--- src/rtl/decode_issue_unit_pkg.sv ---
// decode_issue_unit_pkg: op-type enum and RV32I opcode constants shared by the decode/issue stage.
package decode_issue_unit_pkg;
   typedef enum logic [5:0] {
      OP_NONE, OP_LUI, OP_AUIPC, OP_JAL, OP_JALR,
      OP_BEQ, OP_BNE, OP_BLT, OP_BGE, OP_BLTU, OP_BGEU,
      OP_LB, OP_LH, OP_LW, OP_LBU, OP_LHU, OP_SB, OP_SH, OP_SW,
      OP_ADDI, OP_SLTI, OP_SLTIU, OP_XORI, OP_ORI, OP_ANDI, OP_SLLI, OP_SRLI, OP_SRAI,
      OP_ADD, OP_SUB, OP_SLL, OP_SLT, OP_SLTU, OP_XOR, OP_SRL, OP_SRA, OP_OR, OP_AND
   } op_t;
   localparam logic [6:0] OPC_LUI    = 7'b0110111;
   localparam logic [6:0] OPC_AUIPC  = 7'b0010111;
   localparam logic [6:0] OPC_JAL    = 7'b1101111;
   localparam logic [6:0] OPC_JALR   = 7'b1100111;
   localparam logic [6:0] OPC_BRANCH = 7'b1100011;
   localparam logic [6:0] OPC_LOAD   = 7'b0000011;
   localparam logic [6:0] OPC_STORE  = 7'b0100011;
   localparam logic [6:0] OPC_IMM    = 7'b0010011;
   localparam logic [6:0] OPC_REG    = 7'b0110011;
endpackage

--- src/rtl/decode_issue_unit_inst_queue.sv ---
// decode_issue_unit_inst_queue: circular FIFO of {pc, inst} pairs with an occupancy count.
module decode_issue_unit_inst_queue #(
   parameter int DEPTH = 8,
   parameter int W = 32
) (
   input  logic                   clk_in,
   input  logic                   rst_in,
   input  logic                   push,
   input  logic                   pop,
   input  logic [W-1:0]           pc_in,
   input  logic [W-1:0]           inst_in,
   output logic                   ready,
   output logic [W-1:0]           pc,
   output logic [W-1:0]           inst,
   output logic [$clog2(DEPTH):0] count
);
   localparam int AW = $clog2(DEPTH);
   logic [W-1:0] pc_mem [DEPTH];
   logic [W-1:0] inst_mem [DEPTH];
   logic [AW-1:0] head, tail;
   assign ready = count < (AW+1)'(DEPTH);
   assign pc = pc_mem[head];
   assign inst = inst_mem[head];
   always_ff @(posedge clk_in) begin
      if (rst_in) begin
         head <= '0;
         tail <= '0;
         count <= '0;
      end else begin
         if (push) begin
            pc_mem[tail] <= pc_in;
            inst_mem[tail] <= inst_in;
            tail <= tail + 1'b1;
         end
         if (pop) head <= head + 1'b1;
         count <= count + (AW+1)'(push) - (AW+1)'(pop);
      end
   end
endmodule

--- src/rtl/decode_issue_unit.sv ---
// decode_issue_unit: queued RV32I decode, operand resolution and registered issue to RS/LSB/ROB.
// Optional CDB_BYPASS_EN: pending operands also capture a matching same-cycle CDB broadcast.
module decode_issue_unit
   import decode_issue_unit_pkg::*;
#(
   parameter int IQ_DEPTH = 8,
   parameter int TAG_W = 4,
   parameter int OP_W = 6,
   parameter int XLEN = 32
) (
   input  logic             clk_in,
   input  logic             rst_in,
   input  logic             rdy_in,
   input  logic             clear_in,
   input  logic             if_valid_in,
   output logic             if_ready_out,
   input  logic [XLEN-1:0]  if_inst_in,
   input  logic [XLEN-1:0]  if_pc_in,
   output logic [4:0]       reg_rs1_out,
   output logic [4:0]       reg_rs2_out,
   input  logic [XLEN-1:0]  reg_rs1_data_in,
   input  logic [XLEN-1:0]  reg_rs2_data_in,
   input  logic [TAG_W-1:0] reg_rs1_tag_in,
   input  logic [TAG_W-1:0] reg_rs2_tag_in,
   output logic [TAG_W-1:0] rob_q1_out,
   output logic [TAG_W-1:0] rob_q2_out,
   input  logic             rob_v1_ready_in,
   input  logic             rob_v2_ready_in,
   input  logic [XLEN-1:0]  rob_v1_data_in,
   input  logic [XLEN-1:0]  rob_v2_data_in,
   input  logic             rob_full_in,
   input  logic [TAG_W-1:0] rob_tag_in,
   input  logic             rs_full_in,
   input  logic             lsb_full_in,
   input  logic             cdb_valid_in,
   input  logic [TAG_W-1:0] cdb_tag_in,
   input  logic [XLEN-1:0]  cdb_data_in,
   output logic             rob_valid_out,
   output logic             rs_valid_out,
   output logic             lsb_valid_out,
   output logic [4:0]       rob_rd_out,
   output logic             ren_valid_out,
   output logic [4:0]       ren_rd_out,
   output logic [TAG_W-1:0] ren_tag_out,
   output logic [OP_W-1:0]  iss_op_out,
   output logic [TAG_W-1:0] iss_dest_out,
   output logic [TAG_W-1:0] iss_qj_out,
   output logic [XLEN-1:0]  iss_vj_out,
   output logic [TAG_W-1:0] iss_qk_out,
   output logic [XLEN-1:0]  iss_vk_out,
   output logic [XLEN-1:0]  iss_imm_out,
   output logic [XLEN-1:0]  iss_pc_out
);
   logic [$clog2(IQ_DEPTH):0] count;
   logic [XLEN-1:0] inst, pc, imm, imm_i, imm_s, imm_b, imm_u, imm_j, vj, vk;
   logic [TAG_W-1:0] qj, qk;
   logic [2:0] f3;
   logic [4:0] rd;
   logic push, fire, iss, use1, use2, shimm, wr, mem, ren;
   op_t op;
   decode_issue_unit_inst_queue #(.DEPTH(IQ_DEPTH), .W(XLEN)) inst_queue (
      .clk_in(clk_in), .rst_in(rst_in || clear_in), .push(push), .pop(fire),
      .pc_in(if_pc_in), .inst_in(if_inst_in), .ready(if_ready_out),
      .pc(pc), .inst(inst), .count(count)
   );
   assign push = rdy_in && if_valid_in && if_ready_out;
   assign f3 = inst[14:12];
   assign rd = inst[11:7];
   assign reg_rs1_out = inst[19:15];
   assign reg_rs2_out = inst[24:20];
   assign rob_q1_out = reg_rs1_tag_in;
   assign rob_q2_out = reg_rs2_tag_in;
   assign imm_i = {{(XLEN-12){inst[31]}}, inst[31:20]};
   assign imm_s = {{(XLEN-12){inst[31]}}, inst[31:25], inst[11:7]};
   assign imm_b = {{(XLEN-12){inst[31]}}, inst[7], inst[30:25], inst[11:8], 1'b0};
   assign imm_u = XLEN'($signed({inst[31:12], 12'b0}));
   assign imm_j = {{(XLEN-20){inst[31]}}, inst[19:12], inst[20], inst[30:21], 1'b0};
   always_comb begin
      op = OP_NONE;
      imm = '0;
      use1 = 1'b0;
      use2 = 1'b0;
      shimm = 1'b0;
      wr = 1'b0;
      mem = 1'b0;
      case (inst[6:0])
         OPC_LUI: begin op = OP_LUI; imm = imm_u; wr = 1'b1; end
         OPC_AUIPC: begin op = OP_AUIPC; imm = imm_u; wr = 1'b1; end
         OPC_JAL: begin op = OP_JAL; imm = imm_j; wr = 1'b1; end
         OPC_JALR: begin op = f3 == 3'd0 ? OP_JALR : OP_NONE; imm = imm_i; use1 = 1'b1; wr = 1'b1; end
         OPC_BRANCH: begin
            case (f3)
               3'd0: op = OP_BEQ;
               3'd1: op = OP_BNE;
               3'd4: op = OP_BLT;
               3'd5: op = OP_BGE;
               3'd6: op = OP_BLTU;
               3'd7: op = OP_BGEU;
               default: op = OP_NONE;
            endcase
            imm = imm_b;
            use1 = 1'b1;
            use2 = 1'b1;
         end
         OPC_LOAD: begin
            case (f3)
               3'd0: op = OP_LB;
               3'd1: op = OP_LH;
               3'd2: op = OP_LW;
               3'd4: op = OP_LBU;
               3'd5: op = OP_LHU;
               default: op = OP_NONE;
            endcase
            imm = imm_i;
            use1 = 1'b1;
            wr = 1'b1;
            mem = 1'b1;
         end
         OPC_STORE: begin
            op = f3 == 3'd0 ? OP_SB : f3 == 3'd1 ? OP_SH : f3 == 3'd2 ? OP_SW : OP_NONE;
            imm = imm_s;
            use1 = 1'b1;
            use2 = 1'b1;
            mem = 1'b1;
         end
         OPC_IMM: begin
            case (f3)
               3'd0: op = OP_ADDI;
               3'd1: op = OP_SLLI;
               3'd2: op = OP_SLTI;
               3'd3: op = OP_SLTIU;
               3'd4: op = OP_XORI;
               3'd5: op = inst[30] ? OP_SRAI : OP_SRLI;
               3'd6: op = OP_ORI;
               default: op = OP_ANDI;
            endcase
            imm = imm_i;
            use1 = 1'b1;
            wr = 1'b1;
            shimm = f3 == 3'd1 || f3 == 3'd5;
         end
         OPC_REG: begin
            case (f3)
               3'd0: op = inst[30] ? OP_SUB : OP_ADD;
               3'd1: op = OP_SLL;
               3'd2: op = OP_SLT;
               3'd3: op = OP_SLTU;
               3'd4: op = OP_XOR;
               3'd5: op = inst[30] ? OP_SRA : OP_SRL;
               3'd6: op = OP_OR;
               default: op = OP_AND;
            endcase
            use1 = 1'b1;
            use2 = 1'b1;
            wr = 1'b1;
         end
         default: ;
      endcase
   end
   always_comb begin
      qj = (reg_rs1_tag_in == '0 || rob_v1_ready_in) ? '0 : reg_rs1_tag_in;
      vj = reg_rs1_tag_in == '0 ? reg_rs1_data_in : rob_v1_ready_in ? rob_v1_data_in : '0;
      qk = (reg_rs2_tag_in == '0 || rob_v2_ready_in) ? '0 : reg_rs2_tag_in;
      vk = reg_rs2_tag_in == '0 ? reg_rs2_data_in : rob_v2_ready_in ? rob_v2_data_in : '0;
`ifdef CDB_BYPASS_EN
      if (cdb_valid_in && qj != '0 && qj == cdb_tag_in) begin
         qj = '0;
         vj = cdb_data_in;
      end
      if (cdb_valid_in && qk != '0 && qk == cdb_tag_in) begin
         qk = '0;
         vk = cdb_data_in;
      end
`endif
      if (!use1) begin
         qj = '0;
         vj = '0;
      end
      if (shimm) begin
         qk = '0;
         vk = XLEN'(inst[24:20]);
      end else if (!use2) begin
         qk = '0;
         vk = '0;
      end
   end
`ifndef CDB_BYPASS_EN
   logic unused_cdb;
   assign unused_cdb = ^{cdb_valid_in, cdb_tag_in, cdb_data_in};
`endif
   // Unknown encodings still pop (fire) but never reach the back end (iss).
   assign fire = rdy_in && !clear_in && count != '0 && !rob_full_in && !(mem ? lsb_full_in : rs_full_in);
   assign iss = fire && op != OP_NONE;
   assign ren = wr && rd != 5'd0;
   always_ff @(posedge clk_in) begin
      if (rst_in || clear_in) begin
         {rob_valid_out, rs_valid_out, lsb_valid_out, ren_valid_out} <= '0;
         {rob_rd_out, ren_rd_out, ren_tag_out, iss_op_out, iss_dest_out} <= '0;
         {iss_qj_out, iss_vj_out, iss_qk_out, iss_vk_out, iss_imm_out, iss_pc_out} <= '0;
      end else begin
         rob_valid_out <= iss;
         rs_valid_out <= iss && !mem;
         lsb_valid_out <= iss && mem;
         ren_valid_out <= iss && ren;
         if (iss) begin
            rob_rd_out <= wr ? rd : 5'd0;
            ren_rd_out <= ren ? rd : 5'd0;
            ren_tag_out <= ren ? rob_tag_in : '0;
            iss_op_out <= OP_W'(op);
            iss_dest_out <= rob_tag_in;
            iss_qj_out <= qj;
            iss_vj_out <= vj;
            iss_qk_out <= qk;
            iss_vk_out <= vk;
            iss_imm_out <= imm;
            iss_pc_out <= pc;
         end
      end
   end
endmodule

--- config.mk ---
export PLATFORM = sky130hd
export DESIGN_NAME = decode_issue_unit
export DESIGN_NICKNAME = d
export VERILOG_FILES = /design/src/rtl/decode_issue_unit_pkg.sv /design/src/rtl/decode_issue_unit_inst_queue.sv /design/src/rtl/decode_issue_unit.sv
export SDC_FILE = /design/constraint.sdc
export NUM_CORES = 1
export LEC_CHECK = 0
export BUFFER_PORTS_ARGS = -buffer_cell sky130_fd_sc_hd__buf_2
export CAP_MARGIN = 20
export CELL_PAD_IN_SITES_DETAIL_PLACEMENT = 1
export CELL_PAD_IN_SITES_GLOBAL_PLACEMENT = 2
export CORE_MARGIN = 5
export CORE_UTILIZATION = 43
export CTS_BUF_LIST = sky130_fd_sc_hd__clkbuf_16
export DETAILED_ROUTE_END_ITERATION = 8
export GPL_ROUTABILITY_DRIVEN = 0
export HOLD_SLACK_MARGIN = 0.15
export PLACE_DENSITY_LB_ADDON = 0.1
export SETUP_SLACK_MARGIN = 0.15
export SLEW_MARGIN = 30
export SYNTH_ARGS = -nofsm -noshare
export SYNTH_HDL_FRONTEND = slang
export SYNTH_SLANG_ARGS = --single-unit
--- constraint.sdc ---
create_clock -name clk_in -period 18.2 [get_ports clk_in]
set_input_delay 1.82 -clock clk_in [delete_from_list [all_inputs] [get_ports clk_in]]
set_output_delay 1.82 -clock clk_in [all_outputs]
set_load 0.02 [all_outputs]
==> impl_metrics.json, run 1 <==
{
  "rsz0062_at_grt": "false",
  "status": "complete, no violations",
  "yosys-top-cells-area": "edfxtp_1, dfxtp_1, mux4_2",
  "syn_area_sq_mm": 0.0281,
  "ys_types": 66,
  "die_x_um": 266,
  "n_fill_cell": 6434,
  "synth_top_area_cell": "edfxtp_1",
  "synth_nets": 2133,
  "grt_pass1_wl_mm": 120,
  "drtPass1Iterations": 5,
  "clk_path_buf_depth": 3,
  "place_area_sq_mm": 0.0309,
  "placementRows": 93,
  "drive_gt1_frac": 0.322,
  "async_flop_share": 0,
  "htreeDepth": 3,
  "cts-resized-gates": 0,
  "clk_latency_ns": 0.62,
  "hp-class": "flip-flop to flip-flop",
  "period_minus_slack_ns": 5.84,
  "syn_inst": 1874,
  "ys_warn_count": 0,
  "worst_setup_path_start_kind": "flip-flop",
  "cp.required_ns": 18.73,
  "dieHeight_um": 266,
  "coreArea_sq_mm": 0.0646,
  "fin_cells": 3187,
  "antenna_found_initial": 11,
  "track_usage": 0.225,
  "hpwlAfterDp_mm": 51.2,
  "final_common_cell": "edfxtp_1",
  "clock-skew-final_ns": 0.0286,
  "min-delay-start": "rob_rd_out[2]",
  "powerDensity_mw_per_mm2": 98.0,
  "path_buf_inv": 2,
  "arrival_ns": 6.37,
  "wl_per_cell_um": 25.4,
  "die_area_sq_mm": 0.0706,
  "drc": 0,
  "cts_buffers": 77,
  "end_kind": "flip-flop",
  "ant_nets": 0,
  "fin_nets": 2521,
  "slew_headroom": 0.317,
  "start_util": 0.435,
  "path_cells": "mux4_2 > mux2i_2 > nor2_1 > nand3_1 > o2111ai_2 > or4_1 > o21ai_4 > buf_4 > buf_6 > mux2i_1",
  "path_delay_family": "simple AND/OR/NAND/NOR gates",
  "slowest_delay_ns": 0.84,
  "fin_crit_sh": 0.321,
  "fin_tns_setup_ns": 0,
  "drtIter0Drc": 1052,
  "synth_edf_count": 512,
  "hold_viol": 0,
  "final-setup-viol-count": 0,
  "fmax_ghz": 0.171,
  "layout_common_cells": "edfxtp_1, buf_2, nand2_1",
  "grt_pass1_vias": 18500,
  "min_path_cells": 2,
  "dp.cells": 3038,
  "irDropWorstVdd_mv": 0.0828,
  "cts_tree": "yes",
  "final_area_sq_mm": 0.0333,
  "holdBufCountCts": 0,
  "r2r_slack_ns": 12.36,
  "reg2reg_depth": 10,
  "overflow": 0,
  "portBuffers": 396,
  "ys_seq_area_frac": 0.673,
  "r2r_end": "iss_vk_out[31]",
  "num_io_pins": 434,
  "max_cap_violations": 0,
  "clkTransAtPathRegs_ns": 0.06,
  "ys_seq_elements": 689,
  "path_class": "flip-flop to flip-flop",
  "worst_slew_pin_slew_ns": 0.996,
  "worstHoldEndpoint": "rob_rd_out[2]",
  "slowest_stage": "dfxtp_4",
  "cts-root-buf": "clkbuf_16",
  "post-cts-setup-buffers": 0,
  "leakagePower_nw": 12.5,
  "ys.flop_type": "edfxtp_1",
  "path_max_fanout": 58,
  "syn_to_final_growth_pct": 18.5,
  "totalWireLength_mm": 81.0,
  "slew_viol_final": 0,
  "yosysTopAreaCellShare": 0.547,
  "vias_per_cell": 5.45,
  "synth.avg_cell_area_sq_um": 15.0,
  "grt_max_degree": 92,
  "num_vias": 17400,
  "clock-sinks": 689
}
## flip-flops by register name, summed over array words and instances (netlist names), 5 cells and up, named ones only
signal / cells
inst_queue.inst_mem: 256
inst_queue.pc_mem: 256
iss_imm_out: 32
iss_op_out: 6
iss_pc_out: 32
iss_vj_out: 32
iss_vk_out: 32
ren_rd_out: 5
rob_rd_out: 5
## stage by stage
| stage | hold WS (ns) | power (mW) | utilization | worst slack (ns) |
|---|---|---|---|---|
| 2_1_floorplan | 0.494 | 1.76 | - | 10.66 |
| 3_3_place_gp | 0.436 | 1.81 | 0.477 | 12.22 |
| 3_5_place_dp | 0.440 | 1.81 | 0.478 | 12.11 |
| 4_1_cts | 0.454 | 3.31 | 0.516 | 12.09 |
| 5_1_grt | 0.469 | 3.38 | 0.516 | 12.05 |
| 6_report | 0.452 | 3.27 | 0.516 | 12.36 |
## final cells by class
class,count,area [sq um],area share
Clock inverter,63,418,0.0125
Inverter,17,63.8,0.00191
Clock buffer,81,2030,0.0608
Tap cell,855,1070,0.0321
Multi-Input combinational cell,1038,8490,0.255
Sequential cell,689,18900,0.568
Antenna cell,5,12.5,0.000375
Timing Repair Buffer,439,2320,0.0696
## how the worst max path moves through the flow
stage               from                        end  slack (ns)  cells after the start
6_report       flip-flop             iss_vk_out[31]       12.36                     10
5_1_grt        flip-flop              iss_qj_out[1]       12.05                     10
4_1_cts        flip-flop            iss_dest_out[2]       12.09                     10
3_5_place_dp   flip-flop             iss_vk_out[11]       12.11                     10
3_3_place_gp   flip-flop             iss_vk_out[16]       12.22                     10
2_1_floorplan     rdy_in  inst_queue.inst_mem[0][0]       10.66                      5
## per-layer routing
| layer | global-route usage | vias to the layer above | share of wire |
|---|---|---|---|
| met1 | 0.301 | 8916 | 0.43 |
| met3 | 0.0568 | 101 | 0.066 |
| met4 | 0.0596 | 8 | 0.020 |
| met5 | 0 | - | 0.00057 |
| met2 | 0.370 | 484 | 0.48 |
| li1 | - | 7876 | - |
## cell families (layout without fill, tap and decap cells)
group	Yosys count	in the layout	synth area share
adder cells (fa/ha/maj)	8	8	0.00383
AND/OR/NAND/NOR	534	534	0.0789
multiplexers	301	301	0.165
buffers and inverters	147	600	0.0291
AO/OA/AOI/OAI	188	188	0.0480
flip-flops	689	689	0.673
XOR/XNOR	7	7	0.00218
other	0	5	0
## cell usage after synthesis, types with 8 or more instances
cell type / number
edfxtp_1: 512
nand2_1: 374
dfxtp_1: 177
mux2i_1: 132
mux4_2: 124
clkbuf_1: 79
nand3_1: 77
o21ai_0: 53
nor2_1: 40
mux2_2: 39
a21o_1: 34
a21oi_1: 26
inv_1: 16
buf_1: 14
buf_2: 13
buf_12: 11
o221a_2: 11
nor3_1: 10
o2111ai_1: 10
o21ai_1: 9
a211oi_1: 8
buf_4: 8
o221a_1: 8
## worst reg2reg max path, cell delays in order, from the launching register on
cell and delay (ns):
dfxtp_4 0.84, mux4_2 0.64, mux2i_2 0.48, nor2_1 0.23, nand3_1 0.62, o2111ai_2 0.29
or4_1 0.80, o21ai_4 0.22, buf_4 0.64, buf_6 0.67, mux2i_1 0.33
## where the power goes
group / total, mW / internal [mW] / switching (mW) / leakage (nW)
registers: 1.69 / 1.69 / 0.00132 / 6.03
logic: 0.0864 / 0.0298 / 0.0566 / 5.17
clock network: 1.49 / 0.874 / 0.618 / 1.27
Note: power is estimated with default switching activity, not from simulation.
==> inputs of run 2 (changes only) <==
ABC_AREA = 1   (was unset)
CORE_UTILIZATION = 36   (was 43)
clock period = 5.5 ns   (was 18.2 ns; I/O delays follow)
==> run 2 against run 1 <==
Net effect: sequential power grew to 3.3 times the previous value; setup slack worse by 11 ns; register-to-register slack worse by 11 ns; fmax is 29% higher; routed wire length is 18% higher; cell area is 4.9% higher; total power grew to 3.5 times the previous value; first-iteration DRC count is 4.8% lower; synthesized cell count is 57% higher; highest routed layer unchanged; global-route usage is 1.2 points lower.
==> impl_metrics.json, run 2 <==
{
  "die_area_sq_mm": 0.0865,
  "drive_gt1_frac": 0.177,
  "reg2reg_depth": 18,
  "coreArea_sq_mm": 0.0803,
  "ys.flop_type": "edfxtp_1",
  "final-setup-viol-count": 0,
  "post-route-util": 0.436,
  "ys_types": 43,
  "worst_setup_path_start_kind": "flip-flop",
  "leakagePower_nw": 14.1,
  "grt_max_degree": 126,
  "die_x_um": 294,
  "fin_hold_ws_ns": 0.188,
  "clk_path_buf_depth": 3,
  "portBuffers": 396,
  "synth_edf_count": 512,
  "ys_seq_elements": 689,
  "grt_pass1_wl_mm": 143,
  "fin_tns_setup_ns": 0,
  "fin_nets": 3555,
  "clk_latency_ns": 0.65,
  "grt_pass1_vias": 23300,
  "worst_slew_pin_slew_ns": 1.05,
  "syn_area_sq_mm": 0.0291,
  "num_io_pins": 434,
  "synth_nets": 3198,
  "min_path_cells": 1,
  "irDropWorstVdd_mv": 0.233,
  "synthXorXnorAreaFrac": 0.000301,
  "placementRows": 104,
  "fin_crit_sh": 0.821,
  "synth_top_family_by_area": "simple AND/OR/NAND/NOR gates",
  "drc": 0,
  "synth-compound-area-share": 0.0891,
  "vias_per_cell": 5.08,
  "yosys-top-cells-area": "edfxtp_1, dfxtp_1, nand2_1",
  "cts-root-buf": "clkbuf_16",
  "end_kind": "flip-flop",
  "synth_common_cells": "nand2_1, nor2_1, edfxtp_1",
  "drtPass1Iterations": 5,
  "fin_cells": 4437,
  "syn_inst": 2939,
  "overflow": 0,
  "wl_per_cell_um": 21.5,
  "synthMuxAreaShare": 0,
  "period_minus_slack_ns": 4.51,
  "cts_buffers": 80,
  "fmax_ghz": 0.221,
  "slew_viol_final": 0,
  "antenna_found_initial": 19,
  "r2r_end": "iss_vk_out[30]",
  "arrival_ns": 5.02,
  "hpwlAfterDp_mm": 60.2,
  "cts_tree": "yes",
  "final_common_cell": "nand2_1",
  "synthAdderAreaFrac": 0.00370,
  "synth.avg_cell_area_sq_um": 9.89,
  "ys_warn_count": 0,
  "min-delay-start": "if_inst_in[20]",
  "synth_top_area_cell": "edfxtp_1",
  "max_cap_violations": 0,
  "totalWireLength_mm": 95.2,
  "rsz0062_at_grt": "false",
  "powerDensity_mw_per_mm2": 326,
  "track_usage": 0.213,
  "hp-class": "input port to flip-flop",
  "r2r_slack_ns": 0.99,
  "reg_top3": "inst_queue.inst_mem: 256 flops, inst_queue.pc_mem: 256 flops",
  "post-cts-setup-buffers": 0,
  "dp.cells": 4246,
  "ant_nets": 0,
  "path_class": "flip-flop to flip-flop",
  "ys_seq_area_frac": 0.651,
  "worstHoldEndpoint": "inst_queue.inst_mem[7][20]",
  "clock-skew-final_ns": 0.0463,
  "syn_to_final_growth_pct": 20.4,
  "hold_viol": 0,
  "yosysTopAreaCellShare": 0.529,
  "num_vias": 22500,
  "start_util": 0.362,
  "slew_headroom": 0.292,
  "yosysMostFrequentCell": "nand2_1",
  "clock-sinks": 689,
  "dieHeight_um": 294,
  "clkTransAtPathRegs_ns": 0.06,
  "status": "complete, no violations",
  "drtIter0Drc": 1001,
  "synth-simple-area-share": 0.200,
  "layout_common_cells": "nand2_1, nor2_1, edfxtp_1",
  "async_flop_share": 0,
  "cp.required_ns": 6.00,
  "htreeDepth": 3,
  "path_max_fanout": 69
}
run 2: cell types whose count changed in the layout (fill, tap and decap cells not counted), sizes merged, moves of 28 or more:
cell	previous run	this run
mux2	40	0
o22ai	1	60
nand3	77	225
a21oi	27	86
dlygate4sd3	0	28
o211ai	2	41
o21ai	63	192
nor2	41	549
mux2i	137	0
mux4	124	0
nand2	374	653
inv	39	189
a21o	34	0
a32o	3	33
run 2: area by class of cell:
class,instances,area (sq um)
diodes,13,32.5
clock buffers,81,2030
clock inverters,69,732
fillers,8998,45300
inverters,171,651
multi-input cells,1886,8590
flip-flops and latches,689,18900
well taps,1060,1330
repair buffers,468,2690
run 2: what timing repair did:
| action | 4_1_cts | 5_1_grt |
|---|---|---|
| resized for setup | 0 | 0 |
| hold buffers | 28 | 0 |
| hold endpoints to repair | 179 | 0 |
run 2: kinds of logic (layout without fill, tap and decap cells):
kind of cell / Yosys count / after routing
other: 0 / 13
flip-flops: 689 / 689
buffers and inverters: 364 / 789
adder cells (fa/ha/maj): 8 / 8
AND/OR/NAND/NOR: 1442 / 1442
XOR/XNOR: 1 / 1
AO/OA/AOI/OAI: 435 / 435
run 2: metrics by stage:
| stage | instance area (sq um) | total power, mW | setup slack, ns |
|---|---|---|---|
| 2_1_floorplan | 29100 | 5.85 | 0.991 |
| 3_3_place_gp | 31800 | 6.01 | 1.11 |
| 3_5_place_dp | 31900 | 6.03 | 0.979 |
| 4_1_cts | 34900 | 11.6 | 0.924 |
| 5_1_grt | 35000 | 11.8 | 0.598 |
| 6_report | 35000 | 11.4 | 0.985 |
run 2: layer usage:
metal  vias to the layer above  GRT usage  share of wire
met2                       494      0.358           0.47
met4                        10     0.0593          0.023
met1                     11200      0.280           0.45
met3                       136     0.0444          0.054
met5                         -          0        0.00057
li1                      10700          -              -
run 2: report_power, final:
| part | leakage (nW) | internal (mW) | switching (mW) | total, mW |
|---|---|---|---|---|
| combinational | 6.64 | 0.116 | 0.222 | 0.338 |
| clock | 1.41 | 3.27 | 2.21 | 5.49 |
| sequential | 6.03 | 5.59 | 0.00434 | 5.59 |
| total | 14.1 | 8.98 | 2.44 | 11.4 |
run 2: worst max path at each step:
stage	end	slack [ns]	from	depth (start not counted)
floorplan	inst_queue.inst_mem[4][0]	0.99	clear_in	5
global placement	iss_vj_out[6]	1.11	flip-flop	17
detailed placement	iss_vk_out[30]	0.98	flip-flop	18
CTS	iss_vk_out[30]	0.92	flip-flop	18
global route	iss_vk_out[30]	0.60	flip-flop	18
finish	iss_vk_out[30]	0.99	flip-flop	18
run 2: critical path: stages, from the launching register on:
cell     delay (ns)
dfxtp_4        0.36
inv_4          0.53
nand2_1        0.14
nand3_1        0.11
nand3_1        0.10
nand2_1        0.31
nand2_2        0.11
nor2_4         0.20
nand3_1        0.20
nand2_1        0.21
nand2_1        0.07
nand3_1        0.21
inv_4          0.16
nand2_4        0.11
buf_4          0.66
buf_4          0.51
nand2_1        0.11
nand2_1        0.09
nor2_1         0.05
==> inputs of run 3 (changes only) <==
clock period = 4.49 ns   (was 5.5 ns; I/O delays follow)
==> run 3 against run 2 <==
Net effect: sequential share of layout area is 0.50 points lower; largest power group unchanged; sequential power increased by 23%; largest cell class unchanged; global-route usage shrank 0.15 points; die area unchanged; highest routed layer unchanged.
==> impl_metrics.json, run 3 (synthesis results as in run 2) <==
{
  "status": "complete, no violations",
  "drc": 0,
  "path_cells": "inv_6 > buf_4 > buf_4 > o21ai_0 > o22ai_1 > inv_1 > o21ai_0 > buf_2",
  "fin_tns_setup_ns": 0,
  "fin_hold_ws_ns": 0.190,
  "p_sw_frac": 0.216,
  "track_usage": 0.211,
  "die_area_sq_mm": 0.0865,
  "fin_nets": 3597,
  "slowest_stage": "o21ai_0",
  "final-setup-viol-count": 0,
  "hold_viol": 0,
  "drtIter0Drc": 1181,
  "hpwlAfterDp_mm": 60.2,
  "crit_cells": 8,
  "pwr-share-comb": 0.033,
  "grt_pass1_vias": 23500,
  "slowest_delay_ns": 0.61,
  "grt_pass1_wl_mm": 142,
  "n_fill_cell": 9077,
  "totalWireLength_mm": 94.8,
  "portBuffers": 396,
  "final_common_cell": "nand2_1",
  "arrival_ns": 3.53,
  "post-cts-setup-buffers": 0,
  "die_x_um": 294,
  "worst_setup_path_start_kind": "flip-flop",
  "min_path_cells": 4,
  "fin_crit_sh": 0.885,
  "slew_headroom": 0.348,
  "cts_tree": "yes",
  "slew_viol_final": 0,
  "path_max_fanout": 56,
  "cts_buffers": 79,
  "clock-skew-final_ns": 0.0255,
  "seqPwrFrac": 0.501,
  "path_class": "flip-flop to primary output",
  "path_buf_inv": 5,
  "period_minus_slack_ns": 3.98,
  "irDropWorstVdd_mv": 0.295,
  "num_vias": 22600,
  "drive_gt1_frac": 0.177,
  "syn_to_final_growth_pct": 21.5,
  "clk_latency_ns": 0.63,
  "path_delay_family": "buffers and inverters",
  "pre_cts_slack_ns": 0.262,
  "max_cap_violations": 0,
  "clkTransAtPathRegs_ns": 0.06,
  "clock-sinks": 689,
  "worst_slew_pin_slew_ns": 0.968,
  "htreeDepth": 3,
  "grt_max_degree": 147,
  "vias_per_cell": 5.06,
  "drtPass1Iterations": 5,
  "clk_path_buf_depth": 3,
  "fmax_ghz": 0.252,
  "cp.required_ns": 4.04,
  "p_sw_mw": 2.95,
  "p_clk_frac": 0.467,
  "worst_slack_ns": 0.514,
  "coreArea_sq_mm": 0.0803,
  "layout_common_cells": "nand2_1, nor2_1, edfxtp_1",
  "rsz0062_at_grt": "false",
  "powerDensity_mw_per_mm2": 387,
  "wl_per_cell_um": 21.2,
  "num_io_pins": 434,
  "dieHeight_um": 294,
  "antenna_found_initial": 11,
  "overflow": 0,
  "start_util": 0.362,
  "reg_top3": "inst_queue.inst_mem: 256 flops, inst_queue.pc_mem: 256 flops",
  "internal_power_mw": 10.7,
  "hp-class": "input port to flip-flop",
  "end_kind": "primary output",
  "cts-root-buf": "clkbuf_16",
  "reg2reg_depth": 21,
  "placementRows": 104,
  "leakagePower_nw": 14.2,
  "ant_nets": 0
}
-- run 3: power groups by stage --
stage	Combinational (mW)	Sequential (mW)	Clock (mW)
global route	0.494	6.85	6.83
floorplan	0.173	6.99	0
detailed placement	0.399	6.99	0
CTS	0.454	6.85	6.58
global placement	0.384	6.98	0
finish	0.447	6.85	6.38
-- run 3: final timing paths --
check	slack, ns	endpoint	startpoint
max reg2reg	0.59	ren_valid_out	flip-flop
max	0.51	reg_rs2_out[4]	flip-flop
min reg2reg	0.46	iss_vj_out[9]	iss_vj_out[9]
min	0.19	iss_dest_out[3]	rob_tag_in[3]
-- run 3: worst reg2reg max path, delay by kind of cell, from the launching register on --
kind	cells	cell delay (ns)
DFF	1	0.44
and+or+nand+nor	15	1.85
AOI/OAI and AO/OA	1	0.11
buffers and inverters	5	1.35
-- run 3: area by class of cell --
cell class | count | area, sq um | share of cell area
sequential | 689 | 18900 | 0.536
multi-input combinational | 1886 | 8590 | 0.243
timing repair buffer | 511 | 3180 | 0.0902
clock buffer | 81 | 2030 | 0.0574
tap | 1060 | 1330 | 0.0376
inverter | 171 | 654 | 0.0185
clock inverter | 66 | 582 | 0.0165
antenna | 6 | 15.0 | 0.000425
-- run 3: through the flow --
stage,cell area [sq um],total power [mW],utilization,instances
CTS,35300,13.9,0.440,4464
detailed placement,32000,7.38,0.399,4252
global route,35300,14.2,0.440,4466
finish,35300,13.7,0.440,4470
floorplan,29100,7.16,-,2939
global placement,32000,7.37,0.399,4252
-- run 3: layer usage --
metal	up-vias	part of all wire	GRT usage
met5	-	0.00041	0
met4	6	0.014	0.0464
met3	102	0.056	0.0386
met2	499	0.48	0.366
met1	11200	0.44	0.278
li1	10800	-	-
-- run 3: timing repair --
| item | CTS | global route |
|---|---|---|
| hold endpoints to repair | 513 | 0 |
| gates resized for setup | 0 | 2 |
| endpoints found under the setup margin | 0 | 112 |
| hold buffers | 65 | 0 |
